## src/rtl/mole_pkg.sv

```systemverilog
`default_nettype none
// ============================================================================
// Module      : mole_pkg
// Description : Shared encodings and helpers for the whack-a-mole scheduler.
// Revision    : 1.0 - initial release
// ============================================================================
package mole_pkg;

    localparam logic [1:0] LVL_EASY = 2'd0;
    localparam logic [1:0] LVL_MED  = 2'd1;
    localparam logic [1:0] LVL_HARD = 2'd2;

    typedef enum logic [1:0] {
        IDLE = 2'd0,
        WAIT = 2'd1,
        PICK = 2'd2
    } state_t;

    localparam int          LFSR_W    = 16;
    // Galois feedback mask for taps 16,14,13,11 (right-shifting form)
    localparam logic [15:0] LFSR_TAPS = 16'hB400;

    // Holes are at most 8 wide; callers zero-extend their vectors.
    function automatic logic [3:0] popcount(input logic [7:0] v);
        logic [3:0] n;
        n = '0;
        for (int i = 0; i < 8; i++) begin
            n = n + {3'd0, v[i]};
        end
        return n;
    endfunction

endpackage
`default_nettype wire

```

## src/rtl/mole_lfsr16.sv

```systemverilog
`default_nettype none
// ============================================================================
// Module      : mole_lfsr16
// Description : Free-running 16-bit Galois LFSR; exposes its low byte.
// Revision    : 1.0 - initial release
// ============================================================================
module mole_lfsr16
    import mole_pkg::*;
#(
    parameter logic [15:0] SEED = 16'hACE1
) (
    input  logic       clk,
    input  logic       rst,
    output logic [7:0] o_rand
);

    logic [LFSR_W-1:0] r_lfsr;

    always_ff @(posedge clk or posedge rst) begin
        if (rst) begin
            r_lfsr <= SEED;
        end else if (r_lfsr[0]) begin
            r_lfsr <= (r_lfsr >> 1) ^ LFSR_TAPS;
        end else begin
            r_lfsr <= r_lfsr >> 1;
        end
    end

    assign o_rand = r_lfsr[7:0];

endmodule
`default_nettype wire

```

## src/rtl/mole_scheduler.sv

```systemverilog
`default_nettype none
// ============================================================================
// Module      : mole_scheduler
// Description : Spawns moles into random free holes, times their lifetime and
//               reports hits, misses and spawns. Optional build macro
//               MOLE_SCHED_PENALTY_EN enables wrong_pulse on unlit strikes.
// Revision    : 1.0 - initial release
// ============================================================================
module mole_scheduler
    import mole_pkg::*;
#(
    parameter int          NUM_HOLES        = 5,
    parameter int          MAX_ACTIVE       = 2,
    parameter int          SPAWN_TICKS_EASY = 150_000_000,
    parameter int          SPAWN_TICKS_MED  = 100_000_000,
    parameter int          SPAWN_TICKS_HARD = 50_000_000,
    parameter int          LIFE_TICKS_EASY  = 300_000_000,
    parameter int          LIFE_TICKS_MED   = 200_000_000,
    parameter int          LIFE_TICKS_HARD  = 100_000_000,
    parameter logic [15:0] LFSR_SEED        = 16'hACE1
) (
    input  logic                 clk,
    input  logic                 reset,
    input  logic                 enable,
    input  logic [1:0]           level,
    input  logic [NUM_HOLES-1:0] hit_vec,
    output logic [NUM_HOLES-1:0] mole_led,
    output logic                 hit_pulse,
    output logic [2:0]           hit_num,
    output logic                 miss_pulse,
    output logic                 wrong_pulse,
    output logic                 spawn_pulse,
    output logic [3:0]           active_count
);

    localparam int c_MAX_SPAWN = (SPAWN_TICKS_EASY > SPAWN_TICKS_MED)
                               ? ((SPAWN_TICKS_EASY > SPAWN_TICKS_HARD) ? SPAWN_TICKS_EASY : SPAWN_TICKS_HARD)
                               : ((SPAWN_TICKS_MED  > SPAWN_TICKS_HARD) ? SPAWN_TICKS_MED  : SPAWN_TICKS_HARD);
    localparam int c_MAX_LIFE  = (LIFE_TICKS_EASY > LIFE_TICKS_MED)
                               ? ((LIFE_TICKS_EASY > LIFE_TICKS_HARD) ? LIFE_TICKS_EASY : LIFE_TICKS_HARD)
                               : ((LIFE_TICKS_MED  > LIFE_TICKS_HARD) ? LIFE_TICKS_MED  : LIFE_TICKS_HARD);
    localparam int c_MAX_TICKS = (c_MAX_SPAWN > c_MAX_LIFE) ? c_MAX_SPAWN : c_MAX_LIFE;
    localparam int CNT_W       = (c_MAX_TICKS > 1) ? $clog2(c_MAX_TICKS) : 1;
    localparam int c_PROBE_W   = $clog2(NUM_HOLES);

    function automatic logic [CNT_W-1:0] spawn_reload(input logic [1:0] lvl);
        case (lvl)
            LVL_EASY: return CNT_W'(SPAWN_TICKS_EASY - 1);
            LVL_MED:  return CNT_W'(SPAWN_TICKS_MED - 1);
            default:  return CNT_W'(SPAWN_TICKS_HARD - 1);
        endcase
    endfunction

    function automatic logic [CNT_W-1:0] life_reload(input logic [1:0] lvl);
        case (lvl)
            LVL_EASY: return CNT_W'(LIFE_TICKS_EASY - 1);
            LVL_MED:  return CNT_W'(LIFE_TICKS_MED - 1);
            default:  return CNT_W'(LIFE_TICKS_HARD - 1);
        endcase
    endfunction

    state_t                 r_state;
    logic [CNT_W-1:0]       r_spawn_cnt;
    logic [c_PROBE_W-1:0]   r_probe;
    logic [3:0]             r_probe_cnt;

    logic [7:0]             w_rand;
    logic [NUM_HOLES-1:0]   w_hit;
    logic [NUM_HOLES-1:0]   w_timeout;
    logic [NUM_HOLES-1:0]   w_spawn_set;
    logic [NUM_HOLES-1:0]   w_led_next;
    logic [CNT_W-1:0]       w_life_reload;
    logic [3:0]             w_hit_cnt;
    logic                   w_wrong;

    mole_lfsr16 #(
        .SEED   (LFSR_SEED)
    ) u_lfsr (
        .clk    (clk),
        .rst    (reset),
        .o_rand (w_rand)
    );

    // A hole is judged on the registered LED state, so a hole freed this
    // cycle is still seen as busy by the probe until the next cycle.
    assign w_spawn_set   = (r_state == PICK && !mole_led[r_probe])
                         ? ({{(NUM_HOLES-1){1'b0}}, 1'b1} << r_probe)
                         : '0;
    assign w_life_reload = life_reload(level);
    assign w_led_next    = (mole_led & ~w_hit & ~w_timeout) | w_spawn_set;
    assign w_hit_cnt     = popcount(8'(w_hit));

`ifdef MOLE_SCHED_PENALTY_EN
    assign w_wrong = |(hit_vec & ~mole_led);
`else
    assign w_wrong = 1'b0;
`endif

    for (genvar i = 0; i < NUM_HOLES; i++) begin : g_hole
        logic [CNT_W-1:0] r_life;

        // A strike on the final life cycle counts as a hit, never a miss.
        assign w_hit[i]     = mole_led[i] & hit_vec[i];
        assign w_timeout[i] = mole_led[i] & ~hit_vec[i] & (r_life == '0);

        always_ff @(posedge clk or posedge reset) begin
            if (reset) begin
                r_life <= '0;
            end else if (!enable) begin
                r_life <= '0;
            end else if (w_spawn_set[i]) begin
                r_life <= w_life_reload;
            end else if (mole_led[i] && r_life != '0) begin
                r_life <= r_life - 1'b1;
            end
        end
    end

    always_ff @(posedge clk or posedge reset) begin
        if (reset) begin
            r_state      <= IDLE;
            r_spawn_cnt  <= '0;
            r_probe      <= '0;
            r_probe_cnt  <= '0;
            mole_led     <= '0;
            hit_pulse    <= 1'b0;
            hit_num      <= '0;
            miss_pulse   <= 1'b0;
            wrong_pulse  <= 1'b0;
            spawn_pulse  <= 1'b0;
            active_count <= '0;
        end else if (!enable) begin
            r_state      <= IDLE;
            r_spawn_cnt  <= '0;
            r_probe      <= '0;
            r_probe_cnt  <= '0;
            mole_led     <= '0;
            hit_pulse    <= 1'b0;
            hit_num      <= '0;
            miss_pulse   <= 1'b0;
            wrong_pulse  <= 1'b0;
            spawn_pulse  <= 1'b0;
            active_count <= '0;
        end else begin
            mole_led     <= w_led_next;
            active_count <= popcount(8'(w_led_next));
            hit_pulse    <= |w_hit;
            hit_num      <= (w_hit_cnt > 4'd7) ? 3'd7 : w_hit_cnt[2:0];
            miss_pulse   <= |w_timeout;
            wrong_pulse  <= w_wrong;
            spawn_pulse  <= |w_spawn_set;

            case (r_state)
                IDLE: begin
                    r_state     <= WAIT;
                    r_spawn_cnt <= spawn_reload(level);
                end
                WAIT: begin
                    if (r_spawn_cnt != '0) begin
                        r_spawn_cnt <= r_spawn_cnt - 1'b1;
                    end else if (int'(active_count) < MAX_ACTIVE) begin
                        r_state     <= PICK;
                        r_probe     <= c_PROBE_W'(w_rand % 8'(NUM_HOLES));
                        r_probe_cnt <= '0;
                    end else begin
                        r_spawn_cnt <= spawn_reload(level);
                    end
                end
                PICK: begin
                    if (|w_spawn_set || r_probe_cnt == 4'(NUM_HOLES - 1)) begin
                        r_state     <= WAIT;
                        r_spawn_cnt <= spawn_reload(level);
                    end else begin
                        r_probe     <= (r_probe == c_PROBE_W'(NUM_HOLES - 1)) ? '0 : r_probe + 1'b1;
                        r_probe_cnt <= r_probe_cnt + 1'b1;
                    end
                end
                default: begin
                    r_state <= IDLE;
                end
            endcase
        end
    end

endmodule
`default_nettype wire

```

## config.mk

```make
export PLATFORM = sky130hd
export DESIGN_NAME = mole_scheduler
export DESIGN_NICKNAME = d
export VERILOG_FILES = /design/src/rtl/mole_pkg.sv /design/src/rtl/mole_lfsr16.sv /design/src/rtl/mole_scheduler.sv
export SDC_FILE = /design/constraint.sdc
export NUM_CORES = 1
export LEC_CHECK = 0
export CAP_MARGIN = 20
export CORE_MARGIN = 1
export CORE_UTILIZATION = 60
export DETAILED_ROUTE_END_ITERATION = 10
export GPL_TIMING_DRIVEN = 0
export PLACE_DENSITY = 0.88
export SETUP_SLACK_MARGIN = 0.4
export SLEW_MARGIN = 15
export SYNTH_ARGS = -nofsm -noshare
export SYNTH_HDL_FRONTEND = slang
export SYNTH_HIERARCHICAL = 1
export SYNTH_SLANG_ARGS = --single-unit
```

## constraint.sdc

```tcl
create_clock -name clk -period 11.3 [get_ports clk]
set_clock_uncertainty 0.15 [all_clocks]
set_input_delay 1.695 -clock clk [delete_from_list [all_inputs] [get_ports clk]]
set_output_delay 1.695 -clock clk [all_outputs]
set_load 0.03 [all_outputs]
```

==> impl_metrics.py <==
metrics = {
    "timing": {
        "period_minus_slack_ns": 5.584,
        "fmax_ghz": 0.1791,
        "worst_pin_slew_ns": 1.132,
        "drv_slew": 0,
        "fin_tns_setup_ns": 0,
        "rsz0062_at_grt": "false",
        "slew_headroom": 0.2401,
        "final_hold_viol_count": 0,
        "setup_viol": 0,
        "min_period_over_period": 0.4942,
        "layout_setup_ws_ns": 5.716,
    },
    "detailed_routing": {
        "viasPerCell": 6.410,
        "wl_um": 31370,
        "drt-pass1-iter-count": 6,
        "drtIter0Drc": 926,
        "final_antenna_net_count": 0,
        "drc": 0,
        "vias": 10900,
        "routedWlPerCell_um": 18.44,
    },
    "global_routing": {
        "met1_usage": 0.3941,
        "busiest_layer": "met2",
        "grtUsageTotal": 0.2967,
        "use_met3": 0.04874,
        "grt_overflow": 0,
        "met2_usage": 0.4757,
        "antenna_found_initial": 1,
        "grt_pass1_wl_um": 51290,
        "grt_max_degree": 104,
        "grt_pass1_vias": 10430,
    },
    "worst_setup_path": {
        "crit_path_max_fanout": 10,
        "start_kind": "flip-flop",
        "critical-path-slowest-cell": "dfstp_2",
        "end_kind": "flip-flop",
        "critPathMaxStageDelay_ns": 0.53,
        "critical_path.top_delay_family": "compound AO/OA/AOI/OAI gates",
        "worstPathCellList": "buf_4 -> buf_6 -> inv_1 -> ha_1 -> clkbuf_1 -> mux2i_1 -> a211o_2 -> a221oi_2 -> nor3_1 -> o21ai_0 -> o21ai_0 -> ha_1 -> nand2_1 -> o211a_1 -> o2bb2ai_2 -> nor2_1 -> nor2_1 -> ha_1 -> nand2b_1 -> a2bb2oi_2 -> a21boi_0 -> o31ai_1",
        "crit_buf_inv": 4,
        "cpMostUsedCell": "ha_1",
        "rrSetupSlack_ns": 5.72,
        "arrival_ns": 5.86,
        "crit_required_ns": 11.57,
        "path_class": "flip-flop to flip-flop",
    },
    "synth": {
        "avgSynthCellArea_um2": 8.947,
        "synth-seq-cells": 213,
        "yosysSeqAreaShare": 0.4357,
        "synthArstFlopShare": 1.000,
        "yosysUniqueCellTypes": 99,
        "synthSimpleGateAreaFrac": 0.2136,
        "synth_mux_area_frac": 0.007962,
        "yosysWarnings": 6,
        "synth_compound_area_frac": 0.1906,
        "synth_fa_ha_area_frac": 0.02797,
        "synth_top_family_by_area": "simple AND/OR/NAND/NOR gates",
        "synth_xor_area_frac": 0.07503,
        "synthTopCellsByArea": "dfrtp_1 42%, a21oi_1 6.0%, xnor2_1 4.9%",
        "synth-main-ff-cell": "dfrtp_1",
        "synth_edf_count": 0,
        "yosysTopAreaCellShare": 0.4185,
        "synth_area_um2": 12260,
        "synthCells": 1370,
        "synth_area_leader_cell": "dfrtp_1",
    },
    "floorplan": {
        "start_util": 0.6216,
        "core_um2": 19720,
        "row_count": 51,
        "fp.dieW_um": 144.9,
        "dieArea_um2": 21000,
        "io_pins": 26,
        "die_h_um": 144.9,
    },
    "placement": {
        "postPlaceCellArea_um2": 12860,
        "numPortBuffers": 23,
        "dp_hpwl_um": 21330,
        "gp_congestion": 0.9258,
        "preCtsSetupSlack_ns": 5.883,
    },
    "layout": {
        "fin_nets": 1455,
        "fin_area_um2": 13640,
        "syn2layout_area_growth_pct": 11.30,
        "drive_gt1_frac": 0.07944,
        "n_fill_cell": 1412,
    },
    "clock_tree": {
        "postCtsSetupRepairBufs": 0,
        "clockRootBuffer": "clkbuf_16",
        "cts_max_path_buffers": 3,
        "cts_buffers": 23,
        "post_cts_resized": 0,
        "holdBufCountCts": 0,
        "clkLatencyLatePin_ns": 0.52,
        "clk_pin_slew_ns": 0.06,
        "clock-sinks": 213,
        "cts_tree": "yes",
        "htreeDepth": 1,
    },
    "pwr": {
        "p_leak_nw": 6.006,
        "p_per_area_nw_per_um2": 120.9,
        "total_power_mw": 1.649,
        "peakVddDrop_v": 0.0001415,
    },
    "hold_path": {
        "hold_class": "flip-flop to flip-flop",
    },
    "status": {
        "outcome": "finished, final reports clean",
    },
    "job": {
        "drv_cap": 0,
    },
}
## per-layer routing
| layer | wire, um | vias up |
|---|---|---|
| met5 | 0 | - |
| met4 | 1317 | 0 |
| met3 | 2499 | 120 |
| met2 | 14530 | 517 |
| met1 | 13030 | 5274 |
| li1 | - | 4992 |
## worst reg2reg max path, delay by kind of cell, from the launching register on
kind                       cells  cell delay, ns
AOI/OAI and AO/OA              9            2.03
buffers and inverters          4            0.57
DFF                            1            0.53
adders and majority gates      3            0.80
and+or+nand+nor                5            0.89
muxes                          1            0.51
## metrics by stage
stage,instances,utilization,hold WS [ns]
after global placement,1659,0.6503,0.1862
final,1701,0.6919,0.1984
after CTS,1700,0.6917,0.2014
after floorplan,1371,-,0.1812
after detailed placement,1660,0.6521,0.1875
after global routing,1701,0.6919,0.1976
## area by class of cell
class | count | area [um^2] | share of cell area
inverters | 48 | 187.7 | 0.01376
flip-flops and latches | 213 | 5340 | 0.3915
plain buffers | 78 | 419.2 | 0.03073
well taps | 265 | 331.6 | 0.02431
clock inverters | 11 | 143.9 | 0.01055
clock buffers | 29 | 638.1 | 0.04678
multi-input cells | 1032 | 6321 | 0.4634
diodes | 1 | 2.502 | 0.0001834
repair buffers | 24 | 257.7 | 0.01889
## cell families (layout without fill, tap and decap cells)
kind of cell	Yosys count	count (layout)
multiplexers	8	8
buffers and inverters	126	190
adder cells (fa/ha/maj)	25	25
AND/OR/NAND/NOR	515	515
flip-flops	213	213
other	1	3
XOR/XNOR	105	105
AO/OA/AOI/OAI	377	377
## power by group
group          internal (mW)  leakage, nW  switching (mW)
clock network          0.468        0.373           0.315
registers              0.771         2.92         0.00851
logic                 0.0241         2.72          0.0626
## cell usage in the layout (no fill, tap or decap), types with 7 or more instances in the layout
cell type and instances:
dfrtp_1 205, nor2_1 156, a21oi_1 148, o21ai_0 98, nand2_1 90, xnor2_1 69, nor3_1 54, clkbuf_1 50
inv_1 47, nor4_1 41, xor2_1 36, nand3_1 32, or3_1 30, clkbuf_16 23, clkdlybuf4s50_1 23, ha_1 21
a31oi_1 19, nand2b_1 18, or4_1 14, and2_1 14, buf_4 12, a211oi_1 10, a22o_1 10, or2_2 9
nor3b_1 9, o21a_1 8, o31ai_1 8, a311oi_1 8, dfstp_2 8, o21ai_1 7, and3_1 7, nor2b_1 7
## final timing paths
| kind | from | endpoint | depth (start not counted) |
|---|---|---|---|
| min | u_lfsr/r_lfsr[8]$_DFF_PP0_ | u_lfsr/r_lfsr[7]$_DFF_PP1_ | 0 |
| max in group asynchronous | reset | g_hole[0].r_life[21]$_DFFE_PP0P_ | 3 |
| max reg2reg | u_lfsr/r_lfsr[6]$_DFF_PP1_ | r_probe[1]$_DFFE_PP0P_ | 22 |
| min in group asynchronous | reset | u_lfsr/r_lfsr[4]$_DFF_PP0_ | 2 |
| max | u_lfsr/r_lfsr[6]$_DFF_PP1_ | r_probe[1]$_DFFE_PP0P_ | 22 |
| min reg2reg | u_lfsr/r_lfsr[8]$_DFF_PP0_ | u_lfsr/r_lfsr[7]$_DFF_PP1_ | 0 |
## synthesized netlist by cell type (19+ instances only)
| cell type | n |
|---|---|
| ha_1 | 21 |
| nor3_1 | 54 |
| nand3_1 | 32 |
| or3_1 | 30 |
| inv_1 | 48 |
| xor2_1 | 36 |
| a31oi_1 | 19 |
| a21oi_1 | 148 |
| nand2_1 | 90 |
| dfrtp_1 | 205 |
| clkbuf_1 | 48 |
| o21ai_0 | 98 |
| nor4_1 | 41 |
| xnor2_1 | 69 |
| nor2_1 | 156 |
## flip-flops by register name (all words and copies together), names as in the netlist
register	cells
g_hole.r_life	145
r_spawn_cnt	29
u_lfsr/r_lfsr	16
mole_led	5
r_probe_cnt	4
active_count	3
hit_num	3
r_probe	3
r_state	2
hit_pulse	1
miss_pulse	1
spawn_pulse	1
Power figures use the tool's default switching activity.
